## src/rtl/pattern_count_top.sv

```systemverilog
// Program 3: scans a 256-bit message in data memory for a 5-bit pattern
// and writes the in-byte count, the byte-occurrence count and the full-string count back to memory.

module pattern_count_dm (
    input  logic       clk,
    input  logic       we_i,
    input  logic [7:0] waddr_i,
    input  logic [7:0] wdata_i,
    input  logic [7:0] raddr_i,
    output logic [7:0] rdata_o
);
    logic [7:0] core [0:255];

    assign rdata_o = core[raddr_i];

    // Synchronous write port; no reset so contents survive run restarts
    always_ff @(posedge clk) begin
        if (we_i) begin
            core[waddr_i] <= wdata_i;
        end
    end
endmodule

module pattern_count_top (
    input  logic clk,
    input  logic reset,
    output logic done
);
    typedef enum logic [3:0] {
        LOAD_PAT   = 4'd0,
        LOAD_FIRST = 4'd1,
        SCAN       = 4'd2,
        TAIL       = 4'd3,
        WR33       = 4'd4,
        WR34       = 4'd5,
        WR35       = 4'd6,
        DONE       = 4'd7
    } state_t;

    state_t     state_q, state_d;
    logic [4:0] pat_q, pat_d;
    logic [7:0] prev_q, prev_d;
    logic [4:0] idx_q, idx_d;
    logic [7:0] ctb_q, ctb_d;
    logic [7:0] cto_q, cto_d;
    logic [7:0] cts_q, cts_d;
    logic       done_q, done_d;

    logic       we_s;
    logic [7:0] waddr_s;
    logic [7:0] wdata_s;
    logic [7:0] raddr_s;
    logic [7:0] rdata_s;
    logic [2:0] inb_s;
    logic [2:0] crs_s;

    // Matches of the four windows lying wholly inside one byte
    function automatic logic [2:0] inbyte_hits(input logic [7:0] b, input logic [4:0] p);
        inbyte_hits = {2'b00, (b[7:3] == p)} + {2'b00, (b[6:2] == p)}
                    + {2'b00, (b[5:1] == p)} + {2'b00, (b[4:0] == p)};
    endfunction

    // Matches of the four windows straddling the hi/lo byte boundary
    function automatic logic [2:0] cross_hits(input logic [7:0] hi, input logic [7:0] lo,
                                              input logic [4:0] p);
        logic [15:0] w;
        w = {hi, lo};
        cross_hits = {2'b00, (w[11:7] == p)} + {2'b00, (w[10:6] == p)}
                   + {2'b00, (w[9:5] == p)}  + {2'b00, (w[8:4] == p)};
    endfunction

    pattern_count_dm dm1 (
        .clk     (clk),
        .we_i    (we_s),
        .waddr_i (waddr_s),
        .wdata_i (wdata_s),
        .raddr_i (raddr_s),
        .rdata_o (rdata_s)
    );

    assign inb_s = inbyte_hits(prev_q, pat_q);
    assign crs_s = cross_hits(prev_q, rdata_s, pat_q);
    assign done  = done_q;

    // State and datapath registers; reset doubles as the start request
    always_ff @(posedge clk) begin
        if (reset) begin
            state_q <= LOAD_PAT;
            pat_q   <= 5'd0;
            prev_q  <= 8'd0;
            idx_q   <= 5'd0;
            ctb_q   <= 8'd0;
            cto_q   <= 8'd0;
            cts_q   <= 8'd0;
            done_q  <= 1'b0;
        end else begin
            state_q <= state_d;
            pat_q   <= pat_d;
            prev_q  <= prev_d;
            idx_q   <= idx_d;
            ctb_q   <= ctb_d;
            cto_q   <= cto_d;
            cts_q   <= cts_d;
            done_q  <= done_d;
        end
    end

    // Next-state, counter update and memory port control
    always_comb begin
        state_d = state_q;
        pat_d   = pat_q;
        prev_d  = prev_q;
        idx_d   = idx_q;
        ctb_d   = ctb_q;
        cto_d   = cto_q;
        cts_d   = cts_q;
        done_d  = done_q;
        we_s    = 1'b0;
        waddr_s = 8'd33;
        wdata_s = ctb_q;
        raddr_s = 8'd32;

        case (state_q)
            LOAD_PAT: begin
                raddr_s = 8'd32;
                pat_d   = rdata_s[7:3];
                ctb_d   = 8'd0;
                cto_d   = 8'd0;
                cts_d   = 8'd0;
                done_d  = 1'b0;
                state_d = LOAD_FIRST;
            end
            LOAD_FIRST: begin
                raddr_s = 8'd0;
                prev_d  = rdata_s;
                idx_d   = 5'd1;
                state_d = SCAN;
            end
            SCAN: begin
                raddr_s = {3'd0, idx_q};
                ctb_d   = ctb_q + {5'd0, inb_s};
                cto_d   = cto_q + {7'd0, (inb_s != 3'd0)};
                cts_d   = cts_q + {5'd0, inb_s} + {5'd0, crs_s};
                prev_d  = rdata_s;
                idx_d   = idx_q + 5'd1;
                if (idx_q == 5'd31) begin
                    state_d = TAIL;
                end else begin
                    state_d = SCAN;
                end
            end
            TAIL: begin
                // Last byte has no successor, so no crossing windows
                ctb_d   = ctb_q + {5'd0, inb_s};
                cto_d   = cto_q + {7'd0, (inb_s != 3'd0)};
                cts_d   = cts_q + {5'd0, inb_s};
                state_d = WR33;
            end
            WR33: begin
                we_s    = 1'b1;
                waddr_s = 8'd33;
                wdata_s = ctb_q;
                state_d = WR34;
            end
            WR34: begin
                we_s    = 1'b1;
                waddr_s = 8'd34;
                wdata_s = cto_q;
                state_d = WR35;
            end
            WR35: begin
                we_s    = 1'b1;
                waddr_s = 8'd35;
                wdata_s = cts_q;
                done_d  = 1'b1;
                state_d = DONE;
            end
            DONE: begin
                done_d  = 1'b1;
                state_d = DONE;
            end
            default: begin
                done_d  = 1'b0;
                state_d = LOAD_PAT;
            end
        endcase
    end
endmodule

```

## config.mk

```make
export PLATFORM = sky130hd
export DESIGN_NAME = pattern_count_top
export DESIGN_NICKNAME = d
export VERILOG_FILES = /design/src/rtl/pattern_count_top.sv
export SDC_FILE = /design/constraint.sdc
export NUM_CORES = 1
export LEC_CHECK = 0
export ABC_CLOCK_PERIOD_IN_PS = 1400
export CAP_MARGIN = 5
export CELL_PAD_IN_SITES_DETAIL_PLACEMENT = 0
export CELL_PAD_IN_SITES_GLOBAL_PLACEMENT = 1
export CORE_UTILIZATION = 36
export DETAILED_ROUTE_END_ITERATION = 8
export PLACE_DENSITY = 0.67
export SLEW_MARGIN = 10
export SYNTH_ARGS = -nofsm -noshare
export SYNTH_HDL_FRONTEND = slang
export SYNTH_SLANG_ARGS = --single-unit
```

## constraint.sdc

```tcl
create_clock -name clk -period 1.4 [get_ports clk]
set_input_delay 0.28 -clock clk [delete_from_list [all_inputs] [get_ports clk]]
set_output_delay 0.28 -clock clk [all_outputs]
set_load 0.02 [all_outputs]
```

# Yosys cells after proc, flatten, opt, wreduce, memory -nomap -nowiden
# Index checks and enable logic that the tools add are counted.
[word_totals]
word_cells = 20
input_bits = 2
ff_bits = 10
[classes]
eq_ne = 8
n_addsub = 1
reduce_logical = 4
muxes = 4
[op_table]
columns = ["operator", "count"]
rows = [
  ["3-bit case mux with 7 select lines", 1],
  ["4-bit by 3-bit == test with 1-bit output (second input constant)", 4],
  ["5-bit case mux with 2 select lines", 1],
  ["4-bit by 2-bit == test with 1-bit output (second input constant)", 2],
  ["5-bit by 1-bit adder with 5-bit output (second input constant)", 1],
  ["5-bit == test (second input constant)", 1],
  ["5-bit OR reduction", 1],
  ["4-bit by 1-bit == test with 1-bit output (second input constant)", 1],
  ["4-bit logical NOT", 1],
  ["1-bit case mux with 2 select lines", 1],
  ["2-bit nonzero test", 1],
  ["2-bit OR reduction", 1],
  ["1-bit 2-to-1 mux", 1],
]

# Depth between registers and ports, before layout
# Gate-level depths: netlist of run 1.
[logic_depth]
depth_word = 3
depth_mapped = 6

# Worst setup path after synthesis of run 1
# OpenSTA, ideal clock, no wires.
[synth_timing]
path_kind = "reg-to-reg"
start = "reg idx_q[0]"
end = "reg idx_q[4]"
path_slack_ps = 35
arrival_time_ps = 1295
setup_ps = 70
path_stages_with_launch = 7
path_buffers = 0
period_less_slack_ps = 1365
required_time_ps = 1330
path_cell_list = "dfxtp_1 > ha_1 > and3_1 > ha_1 > nand3b_1 > a21o_1 > a21oi_1"
[synth_via]
elab_chain_len = 2
[synth_lines]
columns = ["item", "line_no", "text"]
rows = [
  ["start: declaration", "43", "logic [4:0] idx_q, idx_d;"],
  ["start signal: assignment", "100", "idx_q <= idx_d;"],
  ["5-bit by 1-bit adder with 5-bit output", "145", "idx_d = idx_q + 5'd1;"],
  ["5-bit case mux with 2 select lines", "123", "case (state_q)"],
]
# Every way passes these cells.
# A chain may end at the register's enable or synchronous reset.

# Worst setup path in the final report of run 1
# Same ends and word-level chain as after synthesis.

==> out/metrics.csv, run 1 <==
metric,value,unit
status,finished clean,
synth_flop_cell,dfxtp_1,
yosysSeqAreaShare,37.2,%
dieArea,1500,um^2
dr.pass1.iters,3,
rsz0062_at_grt,false,
area_growth_syn_to_layout,17.6,%
rows,12,
yosys.cell_count.top_type,dfxtp_1,
cp-start-kind,flip-flop,
period_needed,1.35,ns
syn_avg_cell_area,8.49,um^2
multiInputGateArea,298,um^2
cp_max_fo,3,
grt_pass1_wl,1660,um
regArea,183,um^2
initial_core_util,41.3,%
portBuffers,2,
drt_iter0_drc,2,
yosysTopAreaCellShare,37.2,%
finalCritPeriodShare,96.7,%
p_leak,0.201,nW
gp_congestion,0.783,
cts_setup_buffers,0,
hold_slack,0.516,ns
dp_hpwl,594,um
r2r-start,idx_q[0],
die_y,38.7,um
slew_headroom,67.0,%
drive_above_1_share,21.3,%
antenna_found_initial,0,
ys_warn_count,0,
maxCapViolCount,0,
drc,0,
finalSetupViolCount,0,
synthArstFlopShare,0,%
antennaDiodeCount,0,
startpoint,idx_q[0],
core-area,1170,um^2
synthTopCellsByCount,"dfxtp_1 (9), a21oi_1 (8), a21o_1 (4), nand3b_1 (4)",
synth_area,484,um^2
ant_nets,0,
routed_wl,875,um
hold_viol_final,0,
cts_root_buf,clkbuf_4,
yosys.area.top_type,dfxtp_1,
grt_max_degree,16,
cts_tree,yes,
overflow,0,
netlist_top_cells_area,"dfxtp_1 (37%), a21oi_1 (8.3%), a21o_1 (6.2%)",
synth_seq_cells,9,
crit_arrival,1.54,ns
grt_pass1_vias,371,
power.density,1050,nW/um^2
ys_types,24,
fillers,114,
io_pins,3,
reg2reg_slack,0.05,ns
slew_viol_final,0,
cts_buffer_depth,2,
hold_class,flip-flop to flip-flop,
clk_latency,0.25,ns
dieWidth,38.7,um
clock_skew,0.000207,ns
wl_per_cell,11.7,um
syn-num-nets,61,
routed-via-count,412,
hold_start,done,
fmax,739,MHz
placed_area,508,um^2
cts.sinks,9,
vias_per_cell,5.49,
htreeDepth,1,
crit_type,flip-flop to flip-flop,
cts.clk_slew.worst_paths,0.06,ns
crit_required,1.59,ns
endpoint_kind,flip-flop,
numCtsBuffers,3,
vdd_drop_max,492,uV
design_area,569,um^2
nets,66,
tightest_slew,0.494,ns
grtUsageTotal,16.7,%
syn_inst,57,
synth_edf_count,0,
-- layer usage --
metal | share of wire [%] | track usage (%) | vias to the layer above
met5 | 0 | 0 | -
met4 | 0.91 | 12.9 | 0
met3 | 2.2 | 5.20 | 2
met2 | 47 | 22.5 | 4
met1 | 49 | 21.6 | 193
li1 | - | - | 213
-- path summary, 6_finish.rpt --
kind         endpoint  cells past startpoint
max reg2reg  idx_q[4]                      6
min              done                      2
min reg2reg      done                      2
max          idx_q[4]                      6
-- flip-flops by register name (all words and copies together), names as in the netlist --
register	cells
state_q	3
done	1
idx_q	5
-- cells by family after synthesis --
logic type,share of synthesized area (%)
AO/OA/AOI/OAI,21.7
adder cells (fa/ha/maj),5.17
buffers and inverters,8.27
flip-flops,37.2
AND/OR/NAND/NOR,27.6
-- layout by cell type (no fill, tap or decap), types with 2 or more instances in the layout --
master    netlist  routed
nor3_1          3       3
dfxtp_1         9       7
o21ai_0         2       2
a21o_1          4       4
o21ai_1         2       2
nand3b_1        4       4
nand2_1         3       3
clkbuf_4        0       3
nand2b_1        2       2
nor2_1          3       3
buf_4           0       3
dfxtp_2         0       2
a21oi_1         8       7
ha_4            0       2
-- per-stage QoR --
| stage | total power (W) | setup TNS, ns | util, % | cells | setup WS [ns] |
|---|---|---|---|---|---|
| final | 0.000598 | 0 | 48.6 | 75 | 0.0461 |
| after global routing | 0.000648 | 0 | 48.6 | 75 | 0.00713 |
| after CTS | 0.000602 | 0 | 45.8 | 75 | 0.00199 |
| after detailed placement | 0.000403 | -0.0176 | 43.4 | 71 | -0.0176 |
| after global placement | 0.000399 | 0 | 43.4 | 71 | 0.0269 |
| after floorplan | 0.000384 | 0 | - | 57 | 0.0353 |
-- repair_timing --
item,in CTS,in global routing
pin swaps,0,3
gates resized for setup,3,5
hold endpoints to repair,0,0
hold buffers,0,0
endpoints found under the setup margin,2,1
-- worst max-delay path: stages (launching register included) --
cell and delay, ns:
dfxtp_2 0.34, ha_4 0.16, and3_4 0.18, ha_4 0.24, nand3b_1 0.07, a21o_1 0.18, a21oi_2 0.12
-- report_power, final --
part	switching (W)	internal, W	leakage (nW)
sequential	0.0000405	0.000274	0.0742
clock	0.0000847	0.000109	0.0150
combinational	0.0000374	0.0000519	0.112
total	0.000163	0.000435	0.201
-- layout make-up --
| class | instances | share of cell area, % |
|---|---|---|
| multi-input cells | 42 | 52.3 |
| well taps | 14 | 3.08 |
| inverters | 1 | 0.659 |
| flip-flops and latches | 9 | 32.1 |
| clock buffers | 4 | 4.62 |
| repair buffers | 5 | 7.25 |
(Power assumes the default switching activity.)
==> inputs of run 2 (changes only) <==
--- a/config.mk
+++ b/config.mk
@@ -11,6 +11,7 @@
 export CELL_PAD_IN_SITES_GLOBAL_PLACEMENT = 1
 export CORE_UTILIZATION = 36
 export DETAILED_ROUTE_END_ITERATION = 8
+export MAX_ROUTING_LAYER = met4
 export PLACE_DENSITY = 0.67
 export SLEW_MARGIN = 10
 export SYNTH_ARGS = -nofsm -noshare
==> run 2 against run 1 <==
Hold slack did not move; sequential power barely moved; clock-buffer cell count did not move; clock skew barely moved; setup slack barely moved; first-iteration DRC count did not move; combinational power barely moved; die area did not move; routed wire length did not move; critical path type unchanged.
==> out/metrics.csv, run 2 (synthesized netlist as in run 1, its figures left out) <==
metric,value,unit
status,finished clean,
layout_common_cells,"a21oi_1 (7), dfxtp_1 (7), nand3b_1 (4), a21o_1 (4)",
netSwitchingPower,0.000163,W
design_area,569,um^2
reg2reg_slack,0.05,ns
grtUsageTotal,17.1,%
ant_nets,0,
p_leak,0.201,nW
dp_hpwl,594,um
r2r_end,idx_q[4],
numCtsBuffers,3,
power.density,1050,nW/um^2
fillers,114,
finalCritPeriodShare,96.7,%
cts_buffer_depth,2,
die_y,38.7,um
crit_type,flip-flop to flip-flop,
crit_arrival,1.54,ns
rsz0062_at_grt,false,
whs_path_depth,2,
maxCapViolCount,0,
cts.clk_slew.worst_paths,0.06,ns
grt_pass1_wl,1660,um
cts_hold_buf,0,
slew_viol_final,0,
reg2regPathDepth,6,
area_growth_syn_to_layout,17.6,%
drive_above_1_share,21.3,%
tightest_slew,0.494,ns
intPower,0.000435,W
hold_path_end,done,
largest_reg_flops,5,
met2_usage,22.5,%
switching_share,27.2,%
dieWidth,38.7,um
r2r-start,idx_q[0],
cp-start-kind,flip-flop,
hold_viol_final,0,
finalSetupViolCount,0,
drc,0,
nets,66,
grt_max_degree,16,
grtUsageMet3,5.20,%
p_clk_share,32.5,%
cts_tree,yes,
grt_pass1_vias,371,
clk_latency,0.25,ns
period_needed,1.35,ns
hold_class,flip-flop to flip-flop,
initial_core_util,41.3,%
clock_skew,0.000207,ns
antennaDiodeCount,0,
routed_wl,875,um
hold_start,done,
dr.pass1.iters,3,
grt.busiest_layer,met2,
crit_required,1.59,ns
dp_cells,71,
wl_per_cell,11.7,um
placed_area,508,um^2
cp_max_fo,3,
core-area,1170,um^2
drt_iter0_drc,2,
slew_headroom,67.0,%
gp_congestion,0.794,
portBuffers,2,
routed-via-count,412,
regMostFlops,idx_q,
vias_per_cell,5.49,
seqPwrFrac,52.6,%
endpoint_kind,flip-flop,
overflow,0,
layout.cells.non_filler,75,
met1_usage,21.6,%
fmax,739,MHz
io_pins,3,
combinationalPowerShare,14.9,%
antenna_found_initial,0,
cts.sinks,9,
htreeDepth,1,
dieArea,1500,um^2
cts_setup_buffers,0,
vdd_drop_max,492,uV
cts_root_buf,clkbuf_4,
rows,12,
## run 2: cell type report
cell class	count	area [um^2]	area share [%]
Clock buffer	4	26.3	4.62
Inverter	1	3.75	0.659
Multi-Input combinational cell	42	298	52.3
Sequential cell	9	183	32.1
Tap cell	14	17.5	3.08
Timing Repair Buffer	5	41.3	7.25
## run 2: repair_timing
action,CTS,global route
gates resized for setup,3,5
pin swaps,0,3
endpoints found under the setup margin,2,1
## run 2: worst max-delay path, cell delays in order, from the launching register on
cell      delay (ns)
dfxtp_2         0.34
ha_4            0.16
and3_4          0.18
ha_4            0.24
nand3b_1        0.07
a21o_1          0.18
a21oi_2         0.12
## run 2: metrics by stage
stage | hold WS [ns] | setup TNS [ns] | setup WS (ns) | total power, W | utilization (%)
3_5_place_dp | 0.485 | -0.0176 | -0.0176 | 0.000403 | 43.4
5_1_grt | 0.552 | 0 | 0.00713 | 0.000648 | 48.6
2_1_floorplan | 0.454 | 0 | 0.0353 | 0.000384 | -
3_3_place_gp | 0.467 | 0 | 0.0269 | 0.000399 | 43.4
4_1_cts | 0.494 | 0 | 0.00199 | 0.000602 | 45.8
6_report | 0.516 | 0 | 0.0461 | 0.000598 | 48.6
## run 2: per-layer routing
layer,share of wire [%],vias to the layer above
met5,0,-
met4,0.91,0
met3,2.2,2
met2,47,4
met1,49,193
li1,-,213
## run 2: worst max-delay path by stage
stage,startpoint,end,slack [ns],cells past startpoint
floorplan,idx_q[0],idx_q[4],0.04,6
global placement,idx_q[0],idx_q[4],0.03,6
detailed placement,idx_q[0],idx_q[4],-0.02,6
CTS,idx_q[0],idx_q[4],0.002,6
global route,idx_q[0],idx_q[4],0.007,6
finish,idx_q[0],idx_q[4],0.05,6
## run 2: power groups by stage
stage               clock (W)  sequential (W)  combinational (W)
finish               0.000194        0.000315          0.0000893
global route         0.000221        0.000320           0.000107
CTS                  0.000203        0.000310          0.0000886
detailed placement          0        0.000314          0.0000882
global placement            0        0.000312          0.0000863
floorplan                   0        0.000293          0.0000915
==> inputs of run 3 (changes only) <==
--- a/config.mk
+++ b/config.mk
@@ -6,7 +6,7 @@
 export NUM_CORES = 1
 export LEC_CHECK = 0
 export ABC_CLOCK_PERIOD_IN_PS = 1400
-export CAP_MARGIN = 5
+export CAP_MARGIN = 20
 export CELL_PAD_IN_SITES_DETAIL_PLACEMENT = 0
 export CELL_PAD_IN_SITES_GLOBAL_PLACEMENT = 1
 export CORE_UTILIZATION = 36
==> results of run 3 <==
No change in the layout: final DEF, timing and power equal those of run 2.
